==> src/rtl/ts_trailer_extract.sv <==
// Receive-side "PKTE" timestamp trailer extractor: strips the 19-byte trailer,
// captures its fields, checks the Ethernet FCS and emits the frame at fixed 4-cycle latency.
module ts_trailer_extract #(
   parameter int TS_OFFSET = 0,
   parameter int DEPTH     = 4
) (
   input  logic        rxc,
   input  logic        RST,
   input  logic [7:0]  rx_data,
   input  logic        rx_dv,
   output logic [7:0]  out_data,
   output logic        out_valid,
   output logic        out_sof,
   output logic        out_eof,
   output logic        ts_valid,
   output logic        ts_err,
   output logic        fcs_ok,
   output logic [7:0]  ts_port,
   output logic        ts_crc_wrong,
   output logic        ts_len_long,
   output logic        ts_len_short,
   output logic [31:0] ts_sec,
   output logic [31:0] ts_ns,
   output logic [10:0] ts_len
);

   typedef enum logic [2:0] {S_IDLE, S_PRE, S_BODY, S_TRL, S_DROP} state_t;

   // One delay-line slot; eof slots carry the frame verdicts alongside.
   typedef struct packed {
      logic       valid;
      logic       keep;
      logic       sof;
      logic       eof;
      logic       fcs;
      logic       terr;
      logic [7:0] data;
   } entry_t;

   localparam logic [10:0] TS_OFF  = 11'(TS_OFFSET);
   localparam logic [31:0] RESIDUE = 32'hDEBB20E3;

   function automatic logic [31:0] crc_step(input logic [31:0] c, input logic [7:0] d);
      logic [31:0] r;
      r = c;
      for (int i = 0; i < 8; i++) begin
         r = (r[0] ^ d[i]) ? ((r >> 1) ^ 32'hEDB88320) : (r >> 1);
      end
      return r;
   endfunction

   state_t      state_q, state_d;
   logic [10:0] idx_q;
   logic [4:0]  k_q;
   logic [31:0] crc_q;
   logic        sof_done_q;
   entry_t      line_q [DEPTH];

   logic [7:0]  sh_port_q;
   logic        sh_cw_q, sh_ll_q, sh_ls_q;
   logic [31:0] sh_sec_q, sh_ns_q;
   logic [7:0]  sh_len_lo_q;

   logic [7:0]  ts_port_q;
   logic        ts_cw_q, ts_ll_q, ts_ls_q;
   logic [31:0] ts_sec_q, ts_ns_q;
   logic [10:0] ts_len_q;
   logic        ts_valid_q, merr_q;

   logic        accept, sfd, trl_byte, mark_bad, mark_hit, last_trl;
   logic        keep_in, sof_in, eof_push, trunc;
   logic [4:0]  cur_k;
   logic [7:0]  marker;
   entry_t      line_in;

   // State register
   always_ff @(posedge rxc) begin
      if (RST) state_q <= S_DROP;
      else     state_q <= state_d;
   end

   // Next-state logic
   always_comb begin
      state_d = state_q;
      case (state_q)
         S_IDLE: begin
            if (rx_dv) begin
               if (rx_data == 8'h55)      state_d = S_PRE;
               else if (rx_data == 8'hD5) state_d = S_BODY;
               else                       state_d = S_DROP;
            end
         end
         S_PRE: begin
            if (!rx_dv)                state_d = S_IDLE;
            else if (rx_data == 8'h55) state_d = S_PRE;
            else if (rx_data == 8'hD5) state_d = S_BODY;
            else                       state_d = S_DROP;
         end
         S_BODY: begin
            if (!rx_dv)                     state_d = S_IDLE;
            else if (trl_byte && !mark_bad) state_d = S_TRL;
         end
         S_TRL: begin
            if (!rx_dv)                     state_d = S_IDLE;
            else if (mark_bad || last_trl)  state_d = S_BODY;
         end
         S_DROP: begin
            if (!rx_dv) state_d = S_IDLE;
         end
         default: state_d = S_DROP;
      endcase
   end

   // Output / datapath decode
   always_comb begin
      accept   = rx_dv && (state_q == S_BODY || state_q == S_TRL);
      sfd      = rx_dv && rx_data == 8'hD5 && (state_q == S_IDLE || state_q == S_PRE);
      cur_k    = (state_q == S_TRL) ? k_q : 5'd0;
      trl_byte = accept && (state_q == S_TRL || idx_q == TS_OFF);
      case (cur_k[1:0])
         2'd0:    marker = 8'h50;
         2'd1:    marker = 8'h4B;
         2'd2:    marker = 8'h54;
         default: marker = 8'h45;
      endcase
      mark_bad = trl_byte && cur_k < 5'd4 && rx_data != marker;
      mark_hit = trl_byte && cur_k == 5'd3 && rx_data == marker;
      last_trl = trl_byte && cur_k == 5'd18;
      // Marker byte 3 and every later trailer byte enter already stripped.
      keep_in  = !(state_q == S_TRL && (cur_k >= 5'd4 || mark_hit));
      sof_in   = accept && keep_in && !sof_done_q;
      eof_push = !rx_dv && (state_q == S_BODY || state_q == S_TRL);
      trunc    = !rx_dv && state_q == S_TRL;
      line_in  = '0;
      if (accept) begin
         line_in.valid = 1'b1;
         line_in.keep  = keep_in;
         line_in.sof   = sof_in;
         line_in.data  = rx_data;
      end else if (eof_push) begin
         line_in.eof  = 1'b1;
         line_in.fcs  = (crc_q == RESIDUE);
         line_in.terr = trunc;
      end
   end

   always_ff @(posedge rxc) begin
      if (RST) begin
         idx_q       <= '0;
         k_q         <= '0;
         crc_q       <= '1;
         sof_done_q  <= 1'b0;
         for (int i = 0; i < DEPTH; i++) line_q[i] <= '0;
         sh_port_q   <= '0;
         sh_cw_q     <= 1'b0;
         sh_ll_q     <= 1'b0;
         sh_ls_q     <= 1'b0;
         sh_sec_q    <= '0;
         sh_ns_q     <= '0;
         sh_len_lo_q <= '0;
         ts_port_q   <= '0;
         ts_cw_q     <= 1'b0;
         ts_ll_q     <= 1'b0;
         ts_ls_q     <= 1'b0;
         ts_sec_q    <= '0;
         ts_ns_q     <= '0;
         ts_len_q    <= '0;
         ts_valid_q  <= 1'b0;
         merr_q      <= 1'b0;
      end else begin
         if (sfd) begin
            idx_q <= '0;
            crc_q <= '1;
         end else if (accept) begin
            idx_q <= (idx_q == 11'd2047) ? idx_q : idx_q + 11'd1;
            crc_q <= crc_step(crc_q, rx_data);
         end

         if (state_q == S_BODY && trl_byte)     k_q <= 5'd1;
         else if (state_q == S_TRL && accept)   k_q <= k_q + 5'd1;

         // A stripped sof entry hands the marker on to the next kept byte.
         if (sfd) sof_done_q <= 1'b0;
         else if (mark_hit && (line_q[0].sof || line_q[1].sof || line_q[2].sof)) sof_done_q <= 1'b0;
         else if (sof_in) sof_done_q <= 1'b1;

         line_q[0] <= line_in;
         for (int i = 1; i < DEPTH; i++) begin
            line_q[i] <= line_q[i-1];
            if (mark_hit) begin
               line_q[i].keep <= 1'b0;
               line_q[i].sof  <= 1'b0;
            end
         end

         if (trl_byte && state_q == S_TRL) begin
            case (k_q)
               5'd4:  sh_port_q       <= rx_data;
               5'd5:  begin sh_cw_q <= rx_data[4]; sh_ll_q <= rx_data[0]; end
               5'd6:  sh_ls_q         <= rx_data[4];
               5'd9:  sh_sec_q[7:0]   <= rx_data;
               5'd10: sh_sec_q[15:8]  <= rx_data;
               5'd11: sh_sec_q[23:16] <= rx_data;
               5'd12: sh_sec_q[31:24] <= rx_data;
               5'd13: sh_ns_q[7:0]    <= rx_data;
               5'd14: sh_ns_q[15:8]   <= rx_data;
               5'd15: sh_ns_q[23:16]  <= rx_data;
               5'd16: sh_ns_q[31:24]  <= rx_data;
               5'd17: sh_len_lo_q     <= rx_data;
               default: ;
            endcase
         end

         if (last_trl) begin
            ts_port_q <= sh_port_q;
            ts_cw_q   <= sh_cw_q;
            ts_ll_q   <= sh_ll_q;
            ts_ls_q   <= sh_ls_q;
            ts_sec_q  <= sh_sec_q;
            ts_ns_q   <= sh_ns_q;
            ts_len_q  <= {rx_data[2:0], sh_len_lo_q};
         end
         ts_valid_q <= last_trl;
         merr_q     <= mark_bad;
      end
   end

   assign out_data     = line_q[DEPTH-1].data;
   assign out_valid    = line_q[DEPTH-1].valid && line_q[DEPTH-1].keep;
   assign out_sof      = out_valid && line_q[DEPTH-1].sof;
   assign out_eof      = line_q[DEPTH-1].eof;
   assign fcs_ok       = line_q[DEPTH-1].eof && line_q[DEPTH-1].fcs;
   assign ts_err       = merr_q || (line_q[DEPTH-1].eof && line_q[DEPTH-1].terr);
   assign ts_valid     = ts_valid_q;
   assign ts_port      = ts_port_q;
   assign ts_crc_wrong = ts_cw_q;
   assign ts_len_long  = ts_ll_q;
   assign ts_len_short = ts_ls_q;
   assign ts_sec       = ts_sec_q;
   assign ts_ns        = ts_ns_q;
   assign ts_len       = ts_len_q;

endmodule

==> config.mk <==
export PLATFORM = sky130hd
export DESIGN_NAME = ts_trailer_extract
export DESIGN_NICKNAME = d
export VERILOG_FILES = /design/src/rtl/ts_trailer_extract.sv
export SDC_FILE = /design/constraint.sdc
export NUM_CORES = 1
export LEC_CHECK = 0
export CORE_ASPECT_RATIO = 1.2
export CORE_MARGIN = 2
export CORE_UTILIZATION = 51
export CTS_BUF_LIST = sky130_fd_sc_hd__clkbuf_16
export CTS_CLUSTER_DIAMETER = 40
export DETAILED_ROUTE_END_ITERATION = 10
export PLACE_DENSITY_LB_ADDON = 0.1
export SKIP_LAST_GASP = 1
export SYNTH_ARGS = -nofsm -noshare
export SYNTH_HDL_FRONTEND = slang
export SYNTH_SLANG_ARGS = --single-unit
==> constraint.sdc <==
create_clock -name rxc -period 2 [get_ports rxc]
set_clock_uncertainty 0.1 [all_clocks]
set_input_delay 0.3 -clock rxc [delete_from_list [all_inputs] [get_ports rxc]]
set_output_delay 0.3 -clock rxc [all_outputs]
set_load 0.02 [all_outputs]
**Word-level counts from Yosys, hierarchy flattened**

Memories as Yosys holds them, arrays and structs flattened.
Cells that the tools add are included.

- Add/sub/neg operators: 2
- Multiply operators: 0
- Div/mod/pow operators: 0
- Magnitude comparators: 2
- Equal/unequal tests: 30
- Shifts and indexed selects: 0
- Multiplexer cells: 42
- Bitwise operators: 27
- Reduce and logical (&&, ||, !) cells: 56

Operator list:

| kind | count |
|---|---|
| $mux W32 | 8 |
| $not A13 Y14 | 8 |
| $mux W14 | 4 |
| $mux W3 | 12 |
| $eq A5 B4 Y1 const B | 7 |
| $eq A32 B32 Y1 const B | 1 |
| $reduce_and A2 Y1 | 13 |
| $logic_and A1 B1 Y1 | 23 |
| $eq A5 B3 Y1 const B | 3 |
| $eq A5 B5 Y1 const B | 3 |
| $pmux W3 S5 | 1 |
| $pmux W5 S3 | 1 |
| $mux W1 | 14 |
| $add A11 B1 Y11 const B | 1 |
| $eq A11 B11 Y1 const B | 1 |
| $logic_not A11 Y1 | 1 |
| $or A1 B1 Y1 | 10 |
| $eq A8 B7 Y1 const B | 1 |
| $eq A8 B8 Y1 | 1 |
| $eq A8 B8 Y1 const B | 1 |
| $logic_or A1 B1 Y1 | 8 |
| $mux W8 | 1 |
| $ne A8 B8 Y1 | 1 |
| $xor A1 B1 Y1 | 8 |
| 20 further kinds | 27 |

- Bits in registers: 223
- Latch bits: 0
- RAM bits: 56
- Bits in read-only memories: 0
- Input port bits: 11
- Output and inout bits: 100
- Memories: 1

Memories:

| name | words | bits a word | rd ports | clocked after memory_dff | write ports | RTL line | source |
|---|---|---|---|---|---|---|---|
| line_q | 4 | 14 | 4 | 0 | 4 | 57 | `entry_t line_q [DEPTH];` |

**Logic depth before layout (Yosys ltp)**

- Depth after elaboration: 16
- Mapped depth: 8

**Worst setup path after synthesis**

Ideal clock, no wire load.

- Kind: register -> register
- Start: register state_q[0]
- End: memory line_q[1][11] (netlist name) (data pin)
- Setup time: 0.255 ns
- Arrival: 1.729 ns
- Data required time: 1.645 ns
- Setup slack: -0.083 ns
- Cell stages (with the launch flop): 6
- Clock period less this slack: 2.083 ns
- Cells stage by stage: dfxtp_1 -> nand4b_1 -> or3_1 -> a2111oi_4 -> a21oi_1 -> and2_1

RTL lines:

| what | RTL line | source |
|---|---|---|
| from (decl) | 52 | `state_t state_q, state_d;` |
| from (signal assigned) | 79 | `else state_q <= state_d;` |
| to (decl) | 57 |  |

==> results.md <==
* Status: completed
* Total Die Area at 0.0223 mm2
* Cells after synthesis at 1215
* Drt initial violations at 588
* Total congestion overflow at 0
* Filler instances at between 1500 and 2000
* Max Cap Viol at 0
* WHS at roughly 0.045 ns
* Final Cycle Share at 0.971
* Flops & latches, synth at around 280
* Initial antenna violation count at 0
* Worst VDD drop at approximately 0.0008 V
* Ports at 111
* Asr flop ratio synth at 0
* CP max stage cell: a2111oi_4
* Syn avg cell area at 8.87 um2
* Lkg Pwr at ~5.4 nW
* Buf+Inv Stages, Crit Path at 0
* CTS max path bufs at 3
* Die W at approximately 140 um
* Site Rows at between 50 and 60
* Placement Cell Area at between 0.01 and 0.015 mm2
* Starting Density at 0.517
* P per Cell Area at 883 mW/mm2
* Worst slew pin tran at 0.607 ns
* Post-synth cell types at between 50 and 60
* Core Region at between 0.02 and 0.025 mm2
* WL per Instance at approximately 15 um
* I/O Buffers at 110
* Fin crit period at 1.94 ns
* Nets at about 1400
* CTS Sinks at around 280
* Worst slew margin at 0.596
* CP Cell Sequence: nand4b_1, or3_4, a2111oi_4, a21oi_2, and2_1
* Drt total wl at about 25000 um
* Worst Setup Start Kind: flip-flop
* Share of post-route cells with drive strength above 1 at 0.146
* Worst-path maximum fanout at 3
* Main flop type after synthesis: dfxtp_1
* Drt pass-1 iters at 5
* Average vias per placed instance at just over 5
* Critical path's top delay family: simple AND/OR/NAND/NOR gates
* Crit-path max cell delay at between 0.4 and 0.5 ns
* CP Class: reg2reg
* DRC viols at 0
* Post-synth EDFFs at 2
* Final Hold Viols at 0
* Dpl ws at -0.464 ns
* H-tree depth at 2
* Critical Path End Type: flip-flop
* Syn. warnings at 0
* CTS root buffer: clkbuf_16
* Die H at roughly 160 um
* Final ANT Viol Nets at 0
* Clk Latency, worst-skew pair at roughly 0.5 ns
* Maximum clock frequency at roughly 0.5 GHz
* GRT Overall Usage at 0.231
* RSZ-0062 raised after global routing: no
* Vias in the first global route at about 8300
* RePlAce Congestion at around 0.9
* Finished Cell Area at around 0.014 mm2
* Worst hold path type: in2reg
* Largest net degree at the start of global routing at 91
* CTS tree: done
* Final setup TNS at 0 ns
* Clk slew on worst S/H paths at roughly 0.06 ns
* Crit path DAT at between 2 and 2.5 ns
* Synth area leaders: dfxtp_1, nand2_1, a21oi_1
* Global-route wire length before repair at between 40000 and 50000 um
* Fin. max-slew vios at 0
* Layout area overhead at 30.9%
* CP required at approximately 2.2 ns
* Synthesized area at 0.0108 mm2
* Synth area leader: dfxtp_1
* Setup-failing EPs final at 0
* ANT cells at 0
* PnR worst setup slack at about 0.06 ns
* Share of the synthesized area in the top cell type at 0.515
* HPWL Detailed at 16700 um
* Total number of vias at approximately 8600
* # hold bufs at CTS at 0
* Sequential area share after synthesis at 0.520
* Total CTS buffers at 35
[area by class of cell]
type / count / area [um2] / share of cell area
clock buffers: 37 / 926 / 0.0656
clock inverters: 26 / 241 / 0.0171
flip-flops and latches: 279 / 5610 / 0.397
well taps: 270 / 338 / 0.0239
multi-input cells: 835 / 4780 / 0.339
inverters: 10 / 37.5 / 0.00266
repair buffers: 233 / 2180 / 0.154
[metal layers]
| metal | global-route usage | routed length (um) |
|---|---|---|
| met1 | 0.308 | 11500 |
| met2 | 0.387 | 12200 |
| met3 | 0.0379 | 1270 |
| met4 | 0.0639 | 388 |
| met5 | 0 | 0 |
[metrics by stage]
stage	power, W	utilization	cells
global placement	0.00636	0.617	1625
finish	0.0125	0.677	1690
floorplan	0.00609	-	1216
detailed placement	0.00637	0.617	1625
global route	0.0128	0.677	1690
CTS	0.0126	0.675	1689
[state kept, by name, indices dropped and copies added (netlist names), 3 cells and up]
signal / flops
idx_q: 11
sh_port_q: 8
ts_port: 8
crc_q: 32
ts_sec: 32
ts_len: 11
state_q: 3
sh_ns_q: 32
sh_sec_q: 32
ts_ns: 32
sh_len_lo_q: 8
line_q: 56
k_q: 5
[worst register-to-register path, stage by stage (launching register included)]
cell and delay [ns]:
dfxtp_1 0.30, nand4b_1 0.22, or3_4 0.37, a2111oi_4 0.43, a21oi_2 0.12, and2_1 0.16
[cells in the final DEF (no fill, tap or decap), drive strengths merged, types with 22 or more instances in the layout]
cell	synthesis	layout
a21oi	151	151
buf	29	123
clkbuf	63	38
clkdlybuf4s50	0	105
dfxtp	277	277
inv	10	22
mux2i	29	29
nand2	310	310
nand3	26	26
nor2	54	54
nor2b	40	40
o211ai	32	32
xnor2	52	52
xor2	28	28
[timing repair]
item | in CTS | in global routing
gates cloned | 0 | 1
endpoints found under the setup margin | 14 | 30
pin swaps | 1 | 3
buffers inserted | 1 | 0
gates resized for setup | 7 | 7
[logic make-up after synthesis]
logic type / after synthesis / share of synthesized area
xor+xnor: 82 / 0.0824
other cells: 1 / 0.000348
mux: 29 / 0.0269
fa+ha+maj: 7 / 0.00813
flops: 279 / 0.520
buf+inv: 102 / 0.0415
simple gates: 505 / 0.210
compound gates: 210 / 0.111
[Yosys cell counts, types with 3 or more instances]
cell type and number:
and4_1 5, nand4b_1 5, nor2b_1 40, buf_4 8, a21oi_1 151, nand4_1 7
nand3_1 26, inv_1 10, a31oi_1 3, nor4b_1 3, nand2_1 310, nor3_1 9
nand2b_1 3, and2_1 18, buf_2 15, ha_1 7, xnor2_4 4, xnor2_2 9
xor2_1 28, o211ai_1 32, clkbuf_1 63, dfxtp_1 277, and3_1 10, o21ai_1 5
nor2_1 54, mux2i_1 29, buf_1 4, nor4_1 4, xnor2_1 39, o21ai_0 7
[worst paths after layout]
path	from	end	slack, ns	cells after the start
worst min register to register	sof_done_q$_SDFFE_PP0P_	line_q[0][11]$_SDFF_PP0_	0.33	1
worst max register to register	state_q[2]$_SDFFE_PP1P_	line_q[1][11]$_DFFE_PP_	0.06	5
worst min-delay path	RST	line_q[2][3]$_DFF_P_	0.05	2
worst max-delay path	state_q[2]$_SDFFE_PP1P_	line_q[1][11]$_DFFE_PP_	0.06	5
[power breakdown]
group          switching, W  leakage, nW  internal, W
Combinational      0.000347         2.60     0.000328
Sequential       0.00000226         2.25      0.00557
Clock               0.00251        0.585      0.00371
Power figures use the tool's default switching activity.
